--- src/rtl/axi4_lite_pkg.sv ---
`default_nettype none
// ============================================================================
//  Module      : axi4_lite_pkg
//  Description : Shared AXI4-Lite definitions: response codes, handshake FSM
//                state encodings and a response-selection helper.
//  Revision    : 1.0  initial release
// ============================================================================
package axi4_lite_pkg;

  localparam logic [1:0] RESP_OKAY   = 2'b00;
  localparam logic [1:0] RESP_EXOKAY = 2'b01;
  localparam logic [1:0] RESP_SLVERR = 2'b10;
  localparam logic [1:0] RESP_DECERR = 2'b11;

  typedef enum logic [0:0] {
    W_IDLE = 1'b0,
    W_RESP = 1'b1
  } wr_state_e;

  typedef enum logic [0:0] {
    R_IDLE = 1'b0,
    R_DATA = 1'b1
  } rd_state_e;

  // In-range accesses complete normally, anything else is a slave error
  function automatic logic [1:0] resp_for(input logic in_range);
    return in_range ? RESP_OKAY : RESP_SLVERR;
  endfunction

endpackage
`default_nettype wire

--- src/rtl/axi4_lite_regfile.sv ---
`default_nettype none
// ============================================================================
//  Module      : axi4_lite_regfile
//  Description : NUM_REGS x DATA_WIDTH register bank with one byte-strobed
//                write port, one combinational read port and a flat export.
//  Revision    : 1.0  initial release
// ============================================================================
module axi4_lite_regfile #(
  parameter int DATA_WIDTH = 32,
  parameter int NUM_REGS   = 8,
  parameter int IDX_WIDTH  = $clog2(NUM_REGS)
) (
  input  logic                         i_clk,
  input  logic                         i_rst,
  input  logic                         i_we,
  input  logic [IDX_WIDTH-1:0]         i_widx,
  input  logic [DATA_WIDTH-1:0]        i_wdata,
  input  logic [DATA_WIDTH/8-1:0]      i_wstrb,
  input  logic [IDX_WIDTH-1:0]         i_ridx,
  output logic [DATA_WIDTH-1:0]        o_rdata,
  output logic [NUM_REGS*DATA_WIDTH-1:0] o_regs_flat
);

  localparam int                 c_STRBW = DATA_WIDTH / 8;
  localparam logic [IDX_WIDTH:0] c_NREGS = (IDX_WIDTH + 1)'(NUM_REGS);

  for (genvar gi = 0; gi < NUM_REGS; gi++) begin : g_reg
    localparam logic [IDX_WIDTH-1:0] c_IDX = IDX_WIDTH'(gi);
    logic [DATA_WIDTH-1:0] r_q;

    // Byte-lane update of this register when it is the write target
    always_ff @(posedge i_clk or posedge i_rst) begin
      if (i_rst) begin
        r_q <= '0;
      end else if (i_we && (i_widx == c_IDX)) begin
        for (int k = 0; k < c_STRBW; k++) begin
          if (i_wstrb[k]) begin
            r_q[k*8 +: 8] <= i_wdata[k*8 +: 8];
          end
        end
      end
    end

    assign o_regs_flat[gi*DATA_WIDTH +: DATA_WIDTH] = r_q;
  end

  // Read port taps the flat bus; indices past the bank (non power-of-two
  // NUM_REGS) return zero instead of an undefined slice
  always_comb begin
    o_rdata = '0;
    if ({1'b0, i_ridx} < c_NREGS) begin
      o_rdata = o_regs_flat[i_ridx*DATA_WIDTH +: DATA_WIDTH];
    end
  end

endmodule
`default_nettype wire

--- src/rtl/axi4_lite_slave.sv ---
`default_nettype none
// ============================================================================
//  Module      : axi4_lite_slave
//  Description : AXI4-Lite slave endpoint. Independent write and read
//                handshake FSMs in front of a byte-strobed register bank,
//                with OKAY/SLVERR decode and a flat register export.
//  Revision    : 1.0  initial release
// ============================================================================
module axi4_lite_slave
  import axi4_lite_pkg::*;
#(
  parameter int ADDRESS_WIDTH = 32,
  parameter int DATA_WIDTH    = 32,
  parameter int NUM_REGS      = 8
) (
  input  logic                           ACLK,
  input  logic                           ARESET,
  input  logic [ADDRESS_WIDTH-1:0]       S_AXI_AWADDR,
  input  logic                           S_AXI_AWVALID,
  output logic                           S_AXI_AWREADY,
  input  logic [DATA_WIDTH-1:0]          S_AXI_WDATA,
  input  logic [DATA_WIDTH/8-1:0]        S_AXI_WSTRB,
  input  logic                           S_AXI_WVALID,
  output logic                           S_AXI_WREADY,
  output logic [1:0]                     S_AXI_BRESP,
  output logic                           S_AXI_BVALID,
  input  logic                           S_AXI_BREADY,
  input  logic [ADDRESS_WIDTH-1:0]       S_AXI_ARADDR,
  input  logic                           S_AXI_ARVALID,
  output logic                           S_AXI_ARREADY,
  output logic [DATA_WIDTH-1:0]          S_AXI_RDATA,
  output logic [1:0]                     S_AXI_RRESP,
  output logic                           S_AXI_RVALID,
  input  logic                           S_AXI_RREADY,
  output logic [NUM_REGS*DATA_WIDTH-1:0] regs_flat
);

  localparam int c_STRBW = DATA_WIDTH / 8;
  localparam int c_LSB   = $clog2(c_STRBW);
  localparam int c_IDXW  = $clog2(NUM_REGS);
  // Byte size of the register window; addresses at or above it are errors
  localparam logic [ADDRESS_WIDTH-1:0] c_SPAN = ADDRESS_WIDTH'(NUM_REGS * c_STRBW);

  // --------------------------------------------------------------------------
  // Write path state
  // --------------------------------------------------------------------------
  wr_state_e                r_wstate;
  logic                     r_awready;
  logic                     r_wready;
  logic                     r_aw_got;
  logic                     r_w_got;
  logic                     r_bvalid;
  logic [1:0]               r_bresp;
  logic [ADDRESS_WIDTH-1:0] r_awaddr;
  logic [DATA_WIDTH-1:0]    r_wdata;
  logic [c_STRBW-1:0]       r_wstrb;

  logic                     w_aw_hs;
  logic                     w_w_hs;
  logic [ADDRESS_WIDTH-1:0] w_awaddr;
  logic [DATA_WIDTH-1:0]    w_wdata;
  logic [c_STRBW-1:0]       w_wstrb;
  logic                     w_commit;
  logic                     w_wr_in_range;
  logic                     w_we;
  logic [c_IDXW-1:0]        w_widx;

  // --------------------------------------------------------------------------
  // Read path state
  // --------------------------------------------------------------------------
  rd_state_e                r_rstate;
  logic                     r_arready;
  logic                     r_rvalid;
  logic [1:0]               r_rresp;
  logic [DATA_WIDTH-1:0]    r_rdata;

  logic                     w_ar_hs;
  logic                     w_rd_in_range;
  logic [c_IDXW-1:0]        w_ridx;
  logic [DATA_WIDTH-1:0]    w_rd_word;

  // Ready is only ever high while the channel is still empty, so a handshake
  // is simply VALID qualified by our registered READY
  assign w_aw_hs = S_AXI_AWVALID & r_awready;
  assign w_w_hs  = S_AXI_WVALID  & r_wready;

  // A channel arriving this cycle is used directly so the commit can happen
  // on the same edge as the second handshake
  assign w_awaddr = r_aw_got ? r_awaddr : S_AXI_AWADDR;
  assign w_wdata  = r_w_got  ? r_wdata  : S_AXI_WDATA;
  assign w_wstrb  = r_w_got  ? r_wstrb  : S_AXI_WSTRB;

  assign w_commit      = (r_wstate == W_IDLE) & (r_aw_got | w_aw_hs) & (r_w_got | w_w_hs);
  assign w_wr_in_range = (w_awaddr < c_SPAN);
  assign w_we          = w_commit & w_wr_in_range;
  assign w_widx        = w_awaddr[c_LSB +: c_IDXW];

  assign w_ar_hs       = S_AXI_ARVALID & r_arready;
  assign w_rd_in_range = (S_AXI_ARADDR < c_SPAN);
  assign w_ridx        = S_AXI_ARADDR[c_LSB +: c_IDXW];

  axi4_lite_regfile #(
    .DATA_WIDTH (DATA_WIDTH),
    .NUM_REGS   (NUM_REGS),
    .IDX_WIDTH  (c_IDXW)
  ) u_regfile (
    .i_clk       (ACLK),
    .i_rst       (ARESET),
    .i_we        (w_we),
    .i_widx      (w_widx),
    .i_wdata     (w_wdata),
    .i_wstrb     (w_wstrb),
    .i_ridx      (w_ridx),
    .o_rdata     (w_rd_word),
    .o_regs_flat (regs_flat)
  );

  // Write FSM: collect AW and W in any order, commit, then hold B until taken
  always_ff @(posedge ACLK or posedge ARESET) begin
    if (ARESET) begin
      r_wstate  <= W_IDLE;
      r_awready <= 1'b0;
      r_wready  <= 1'b0;
      r_aw_got  <= 1'b0;
      r_w_got   <= 1'b0;
      r_bvalid  <= 1'b0;
      r_bresp   <= RESP_OKAY;
      r_awaddr  <= '0;
      r_wdata   <= '0;
      r_wstrb   <= '0;
    end else begin
      case (r_wstate)
        W_IDLE: begin
          if (w_commit) begin
            r_wstate  <= W_RESP;
            r_awready <= 1'b0;
            r_wready  <= 1'b0;
            r_aw_got  <= 1'b0;
            r_w_got   <= 1'b0;
            r_bvalid  <= 1'b1;
            r_bresp   <= resp_for(w_wr_in_range);
          end else begin
            if (w_aw_hs) begin
              r_aw_got  <= 1'b1;
              r_awaddr  <= S_AXI_AWADDR;
              r_awready <= 1'b0;
            end else if (!r_aw_got) begin
              r_awready <= 1'b1;
            end
            if (w_w_hs) begin
              r_w_got  <= 1'b1;
              r_wdata  <= S_AXI_WDATA;
              r_wstrb  <= S_AXI_WSTRB;
              r_wready <= 1'b0;
            end else if (!r_w_got) begin
              r_wready <= 1'b1;
            end
          end
        end
        W_RESP: begin
          if (S_AXI_BREADY) begin
            r_wstate  <= W_IDLE;
            r_bvalid  <= 1'b0;
            r_bresp   <= RESP_OKAY;
            r_awready <= 1'b1;
            r_wready  <= 1'b1;
          end
        end
        default: begin
          r_wstate <= W_IDLE;
        end
      endcase
    end
  end

  // Read FSM: sample the register on the AR handshake, hold R until taken
  always_ff @(posedge ACLK or posedge ARESET) begin
    if (ARESET) begin
      r_rstate  <= R_IDLE;
      r_arready <= 1'b0;
      r_rvalid  <= 1'b0;
      r_rresp   <= RESP_OKAY;
      r_rdata   <= '0;
    end else begin
      case (r_rstate)
        R_IDLE: begin
          if (w_ar_hs) begin
            r_rstate  <= R_DATA;
            r_arready <= 1'b0;
            r_rvalid  <= 1'b1;
            r_rresp   <= resp_for(w_rd_in_range);
            r_rdata   <= w_rd_in_range ? w_rd_word : '0;
          end else begin
            r_arready <= 1'b1;
          end
        end
        R_DATA: begin
          if (S_AXI_RREADY) begin
            r_rstate  <= R_IDLE;
            r_rvalid  <= 1'b0;
            r_arready <= 1'b1;
          end
        end
        default: begin
          r_rstate <= R_IDLE;
        end
      endcase
    end
  end

  assign S_AXI_AWREADY = r_awready;
  assign S_AXI_WREADY  = r_wready;
  assign S_AXI_BVALID  = r_bvalid;
  assign S_AXI_BRESP   = r_bresp;
  assign S_AXI_ARREADY = r_arready;
  assign S_AXI_RVALID  = r_rvalid;
  assign S_AXI_RRESP   = r_rresp;
  assign S_AXI_RDATA   = r_rdata;

endmodule
`default_nettype wire

--- config.mk ---
export PLATFORM = sky130hd
export DESIGN_NAME = axi4_lite_slave
export DESIGN_NICKNAME = d
export VERILOG_FILES = /design/src/rtl/axi4_lite_pkg.sv /design/src/rtl/axi4_lite_regfile.sv /design/src/rtl/axi4_lite_slave.sv
export SDC_FILE = /design/constraint.sdc
export NUM_CORES = 1
export LEC_CHECK = 0
export ABC_AREA = 1
export BUFFER_PORTS_ARGS = -buffer_cell sky130_fd_sc_hd__buf_2
export CORE_MARGIN = 1.5
export CORE_UTILIZATION = 40
export CTS_CLUSTER_SIZE = 10
export DETAILED_ROUTE_END_ITERATION = 7
export SYNTH_ARGS = -nofsm -noshare
export SYNTH_HDL_FRONTEND = slang
export SYNTH_SLANG_ARGS = --single-unit
--- constraint.sdc ---
create_clock -name ACLK -period 22 [get_ports ACLK]
set_clock_uncertainty 0.05 [all_clocks]
set_input_delay 2.2 -clock ACLK [delete_from_list [all_inputs] [get_ports ACLK]]
set_output_delay 2.2 -clock ACLK [all_outputs]
set_load 0.05 [all_outputs]
### Word level (Yosys, flattened, before mapping)

Cells that the tools add are included.

| word-level totals | value |
|---|---|
| register bits | 369 |
| input bits | 107 |
| output and inout port bits | 297 |

| operators by class | value |
|---|---|
| magnitude comparators | 2 |
| eq/ne operators | 13 |
| shift operators | 1 |
| multiplexer cells | 37 |
| bitwise logic cells | 11 |
| reduce and logical (&&, ||, !) cells | 52 |

Operators with widths:

| cell | count |
|---|---|
| 256-bit by 9-bit indexed part select with 32-bit output | 1 |
| 32-bit two-way mux | 3 |
| 2-bit AND reduction | 39 |
| 32-bit by 6-bit less-than comparator with 1-bit output (second input constant) | 2 |
| 1-bit two-way mux | 21 |
| 1-bit one-hot mux with 2 select lines | 7 |
| 3-bit equality test (second input constant) | 4 |
| 1-bit logical AND | 8 |
| 2-bit two-way mux | 4 |
| 2-bit != test (second input constant) | 4 |
| 4-bit != test (second input constant) | 2 |
| 1-bit bitwise AND | 6 |
| 3-bit by 2-bit equality test with 1-bit output (second input constant) | 2 |
| 3-bit AND reduction | 2 |
| 4-bit two-way mux | 1 |
| 2-bit one-hot mux with 2 select lines | 1 |
| 2-bit nonzero test | 2 |
| 3-bit by 1-bit equality test with 1-bit output (second input constant) | 1 |
| 3-bit zero test | 1 |
| 1-bit NOT | 3 |
| 1-bit OR | 2 |

### Depth between registers and ports, before layout

| logic depth | value |
|---|---|
| depth after elaboration | 7 |
| mapped depth | 11 |

### Cells and area by module

From an unflattened synthesis, not the netlist that was laid out.

| unflattened totals | value |
|---|---|
| cell total of the unflattened synthesis | 2,379 |
| area total of the unflattened synthesis | 17,664.4 um2 |

By module, submodules not included:

| module | times used | cells each | area each (um2) | seq. area each (um2) |
|---|---|---|---|---|
| axi4_lite_regfile | 1 | 1,737 | 12,630.9 | 6,406.1 |
| axi4_lite_slave | 1 | 642 | 5,033.6 | 2,727.6 |

### Worst setup path after synthesis

OpenSTA, ideal clock, no wires.

| timing | value |
|---|---|
| kind | input to register |
| start | input port S_AXI_WVALID |
| end | register u_regfile.g_reg[3].r_q[6] |
| setup time | 0.119 ns |
| arrival | 3.419 ns |
| required time | 21.831 ns |
| path slack | 18.412 ns |
| stages | 10 |
| path buffers | 1 |
| cell sequence | nand2_1 -> nand2_1 -> nand2_1 -> nor2_1 -> nand3_1 -> nor2_4 -> buf_4 -> nand4_2 -> nand2_1 -> nand2_1 |

| between the ends | value |
|---|---|
| word-level cells in the longest chain between the ends | 6 |

Ends and longest elaborated chain:

| item | line | source |
|---|---|---|
| start: declaration | axi4_lite_slave.sv:23 | `input logic S_AXI_WVALID,` |
| 1-bit bitwise AND | axi4_lite_slave.sv:85 | `assign w_w_hs = S_AXI_WVALID & r_wready;` |
| 1-bit OR | axi4_lite_slave.sv:93 | `assign w_commit = (r_wstate == W_IDLE) & (r_aw_got \| w_aw_hs) & (r_w_got \| w_w_hs);` |
| 1-bit bitwise AND | axi4_lite_slave.sv:93 |  |
| 1-bit bitwise AND | axi4_lite_slave.sv:95 | `assign w_we = w_commit & w_wr_in_range;` |
| 1-bit logical AND | axi4_lite_regfile.sv:35 | `end else if (i_we && (i_widx == c_IDX)) begin` |
| 2-bit AND reduction (no source line) | -- |  |
| end signal: indexed assignment | axi4_lite_regfile.sv:38 | `r_q[k*8 +: 8] <= i_wdata[k*8 +: 8];` |
| end: declaration | axi4_lite_regfile.sv:29 | `logic [DATA_WIDTH-1:0] r_q;` |

Every way passes these cells.
A chain may end at the register's enable or synchronous reset.

### Worst setup path in the final report

| timing | value |
|---|---|
| start | input port S_AXI_AWADDR[26] |
| end | register u_regfile.g_reg[2].r_q[25] |

| between the ends | value |
|---|---|
| word-level cells in the longest chain between the ends | 5 |

Ends and longest elaborated chain:

| item | line | source |
|---|---|---|
| start: declaration | axi4_lite_slave.sv:18 | `input logic [ADDRESS_WIDTH-1:0] S_AXI_AWADDR,` |
| 32-bit two-way mux | axi4_lite_slave.sv:89 | `assign w_awaddr = r_aw_got ? r_awaddr : S_AXI_AWADDR;` |
| 32-bit by 6-bit less-than comparator with 1-bit output | axi4_lite_slave.sv:94 | `assign w_wr_in_range = (w_awaddr < c_SPAN);` |
| 1-bit bitwise AND | axi4_lite_slave.sv:95 |  |
| 1-bit logical AND | axi4_lite_regfile.sv:35 |  |
| 2-bit AND reduction (no source line) | -- |  |
| end signal: indexed assignment | axi4_lite_regfile.sv:38 |  |
| end: declaration | axi4_lite_regfile.sv:29 |  |

Every way passes these cells.

==> impl_summary.md <==
CTS
After clock tree synthesis, the flow added hold-fix buffers numbering 0. The number of resized instances in the post-cts repair step is 0. TritonCTS built the clock tree. The maximum level of the CTS H-tree is 2. Clock tree synthesis inserted a total of 44 buffers.

No sink is reached through more buffers than the 3 on the longest clock path. The clock slew at the register clock pins of the worst setup and hold paths is 0.05 ns. Buffers added to address setup during post-CTS repair amount to 0.

The clock latency on the worst-skew pair is 0.57 ns. The tree built by TritonCTS fans out to 365 sinks. The tree is rooted in a sky130_fd_sc_hd__clkbuf_16.

Drt
The average routed wire per standard cell is 21.5 um. The total routed wirelength is 68100 um. In the routed design, unresolved DRC markers number 0.

After detailed routing, no signal wire sits above met5. The detailed-routing iteration count for the pre-antenna-repair pass is 6. In this run, the number of DRC markers left after iteration 0 of detailed routing was 2153. In the routed layout, each cell is associated on average with a via count of 5.68. The detailed-route via count is 17900. The routed design uses 6520 um of met3 wire. The post-route antenna net violation count is 0. The met2 routed wirelength is 28900 um. For this block, wires on met1 add up to 29700 um.

Floorplan
The die width is 216 um. The count of pins on the block boundary is 404. The initial standard-cell utilization of the core is 40.9%. The floorplan step set the die height to 216 um. The floorplan has 77 rows. The floorplan step defined a die boundary enclosing 0.0468 mm^2. The standard cell core area is 0.0445 mm^2.

Flow run
The max capacitance violation total is 0.

Placed design
Once detailed placement completed, the half-perimeter wirelength came to 44600 um. The congestion estimate from routability-driven global placement came to 0.892. The total of buffers placed on input and output ports is 397.

In this run the cell area measured after placement is 0.0203 mm^2.

Power and ir drop
For this design the static power due to leakage is 12.2 nW. For this design the ratio of total power to cell area is 93.4 mW/mm^2. The maximum resistive drop on vdd is 0.0905 mV. The post-route total power is 0.00202 W.

Finish
The finished cells cover 0.0216 mm^2. The number of nets in the final layout is 2655. The share of cells above drive strength 1 is 21.8%. The area growth from synthesis to layout is 19.0%.

Hold path
The worst hold path begins at S_AXI_RDATA[6]. The number of stages on the worst hold path is 2. The class of the tightest hold or removal check is register to register.

Worst setup path
The number of cell instances on the worst register-to-register path is 12. The nature of the critical path startpoint is an input pin. The maximum net fanout on the critical path is 82. The worst setup path startpoint is S_AXI_AWADDR[26].

Data on the critical path is required at its endpoint by 22.43 ns. For flop-to-flop paths, the worst setup slack is 17.50 ns. For the worst setup path, the data arrival time is 5.72 ns. The kind of capture point of the worst setup path is a register. In this run the critical register-to-register path is launched from r_aw_got.

By startpoint and endpoint, the worst setup path is classified as input pin to register.

Timing
The count of final hold-check violations is 0. Derived from the worst setup path, the maximum achievable clock frequency is 189 MHz. The worst pin sits at a relative slew slack of 24.2%. The slew of the pin with the lowest slew margin is 1.13 ns. After routing, the total negative slack on setup checks comes to 0 ns.

The clock period minus final worst setup slack is 5.28 ns. Setup violations remaining at the end of the flow were counted as 0. The ratio of final minimum period to clock period is 24.0%. Setup repair after global routing left no endpoint under its margin. The count of final max-slew check failures is 0.

Global routing
The via count of the first global-routing pass is 16800. The remaining global-route overflow is 0. The first global-routing pass estimated 104000 um of wire. The pin count of the biggest net entering global routing is 161. The total track usage is 28.7%. The number of antenna violations at the first check in global routing is 5.

Logic synthesis
A synthesized cell averages 8.11 um^2. Synthesis handed over a netlist of 2243 instances. The mapped netlist covers 0.0182 mm^2. The area share of the largest cell type after synthesis is 50.2%. The largest area contributor in the netlist is sky130_fd_sc_hd__dfrtp_1. In this run, synthesis produced a sequential element count of 365. Sorting the synthesized cells by area gives the leading types as sky130_fd_sc_hd__dfrtp_1, sky130_fd_sc_hd__nand2_1, sky130_fd_sc_hd__nand4_1, sky130_fd_sc_hd__o21ai_0, sky130_fd_sc_hd__nor2_1. The sequential element share of the synthesized area is 50.2%. The number of library cell types mapped by synthesis is 37. The total number of yosys warnings is 0.

Status
The run finished with clean final reports.
## final cells by class
type	instances	area (um^2)
Fill cell	4455	22900
Sequential cell	365	9140
Multi-Input combinational cell	1636	7980
Timing Repair Buffer	421	2180
Clock buffer	60	1260
Tap cell	592	741
Inverter	80	313
Clock inverter	3	26.3
Antenna cell	3	7.51
## per-stage QoR
stage / utilization [%] / worst slack, ns / cells / hold slack, ns
2_1_floorplan: - / 9.62 / 2244 / 0.367
3_3_place_gp: 45.7 / 16.25 / 3094 / 0.383
3_5_place_dp: 45.7 / 16.24 / 3094 / 0.409
4_1_cts: 48.6 / 16.82 / 3157 / 0.417
5_1_grt: 48.6 / 16.36 / 3157 / 0.440
6_report: 48.6 / 16.72 / 3160 / 0.422
## Yosys cell counts
| library cell | n |
|---|---|
| sky130_fd_sc_hd__dfrtp_1 | 365 |
| sky130_fd_sc_hd__nor2_4 | 4 |
| sky130_fd_sc_hd__nand3b_1 | 1 |
| sky130_fd_sc_hd__nor2_1 | 171 |
| sky130_fd_sc_hd__nand4_1 | 258 |
| sky130_fd_sc_hd__buf_4 | 39 |
| sky130_fd_sc_hd__o22a_1 | 9 |
| sky130_fd_sc_hd__inv_1 | 73 |
| sky130_fd_sc_hd__clkbuf_1 | 91 |
| sky130_fd_sc_hd__o21ai_2 | 2 |
| sky130_fd_sc_hd__buf_6 | 3 |
| sky130_fd_sc_hd__nand4_4 | 8 |
| sky130_fd_sc_hd__buf_2 | 25 |
| sky130_fd_sc_hd__or2_1 | 2 |
| sky130_fd_sc_hd__nand3_1 | 16 |
| sky130_fd_sc_hd__a22oi_1 | 2 |
| sky130_fd_sc_hd__mux2i_1 | 1 |
| sky130_fd_sc_hd__nor2_2 | 2 |
| sky130_fd_sc_hd__clkinv_1 | 1 |
| sky130_fd_sc_hd__inv_2 | 5 |
| sky130_fd_sc_hd__nor3_1 | 1 |
| sky130_fd_sc_hd__nor2_8 | 4 |
| sky130_fd_sc_hd__nand4_2 | 24 |
| sky130_fd_sc_hd__nand2_2 | 4 |
| sky130_fd_sc_hd__or2_2 | 6 |
| sky130_fd_sc_hd__nand2_1 | 812 |
| sky130_fd_sc_hd__o22ai_1 | 53 |
| sky130_fd_sc_hd__a21oi_1 | 10 |
| sky130_fd_sc_hd__buf_1 | 5 |
| sky130_fd_sc_hd__and2_0 | 1 |
| sky130_fd_sc_hd__nor4_1 | 5 |
| sky130_fd_sc_hd__conb_1 | 1 |
| sky130_fd_sc_hd__o21ai_4 | 5 |
| sky130_fd_sc_hd__mux2_2 | 12 |
| sky130_fd_sc_hd__inv_4 | 1 |
| sky130_fd_sc_hd__o21ai_1 | 32 |
| sky130_fd_sc_hd__o21ai_0 | 189 |
## kinds of logic after synthesis
kind of cell	after synthesis	synth area share [%]
AO/OA/AOI/OAI	302	9.24
flip-flops	365	50.2
multiplexers	13	0.798
other	1	0.0206
AND/OR/NAND/NOR	1319	33.6
buffers and inverters	243	6.13
## flip-flops by register name, indices dropped and copies added (netlist names), 4 cells and up
| signal | cells |
|---|---|
| r_wdata | 32 |
| r_awaddr | 30 |
| r_wstrb | 4 |
| u_regfile.g.r_q | 256 |
| S_AXI_RDATA | 32 |
## path summary, 6_finish.rpt
path                                               to
min in group asynchronous   u_regfile.g_reg[7].r_q[3]
max in group asynchronous             S_AXI_RDATA[22]
min                                    S_AXI_RDATA[6]
min reg2reg                            S_AXI_RDATA[6]
max                        u_regfile.g_reg[2].r_q[25]
max reg2reg                u_regfile.g_reg[2].r_q[25]
## critical path, stage by stage
cell                      delay (ns)
sky130_fd_sc_hd__buf_2          0.10
sky130_fd_sc_hd__nor2_1         0.10
sky130_fd_sc_hd__nand3_1        0.08
sky130_fd_sc_hd__nor2_1         0.09
sky130_fd_sc_hd__nand2_1        0.07
sky130_fd_sc_hd__nand2_2        0.05
sky130_fd_sc_hd__buf_4          0.59
sky130_fd_sc_hd__inv_2          0.12
sky130_fd_sc_hd__nor2_4         0.56
sky130_fd_sc_hd__buf_4          0.57
sky130_fd_sc_hd__buf_4          0.77
sky130_fd_sc_hd__nand4_1        0.19
sky130_fd_sc_hd__nand2_1        0.11
## metal layers
layer | track usage (%) | vias to the layer above
met5 | 0 | -
met4 | 12.2 | 4
met3 | 6.58 | 147
met2 | 41.0 | 917
met1 | 41.5 | 8688
li1 | - | 8189
## placed cells by master, fill, tap and decap left out, drive strengths merged
cell type	n
a21oi	10
a22oi	2
and2	1
buf	421
clkbuf	60
clkinv	3
conb	2
dfrtp	365
diode	3
inv	80
mux2	12
mux2i	1
nand2	816
nand3	16
nand3b	1
nand4	290
nor2	181
nor3	1
nor4	5
o21ai	228
o22a	9
o22ai	53
or2	8
## power by group
part / internal [W] / switching [W]
logic: 0.000110 / 0.000448
registers: 0.000738 / 0.0000466
clock network: 0.000395 / 0.000284
No activity file was read; power rests on OpenSTA's default activity.
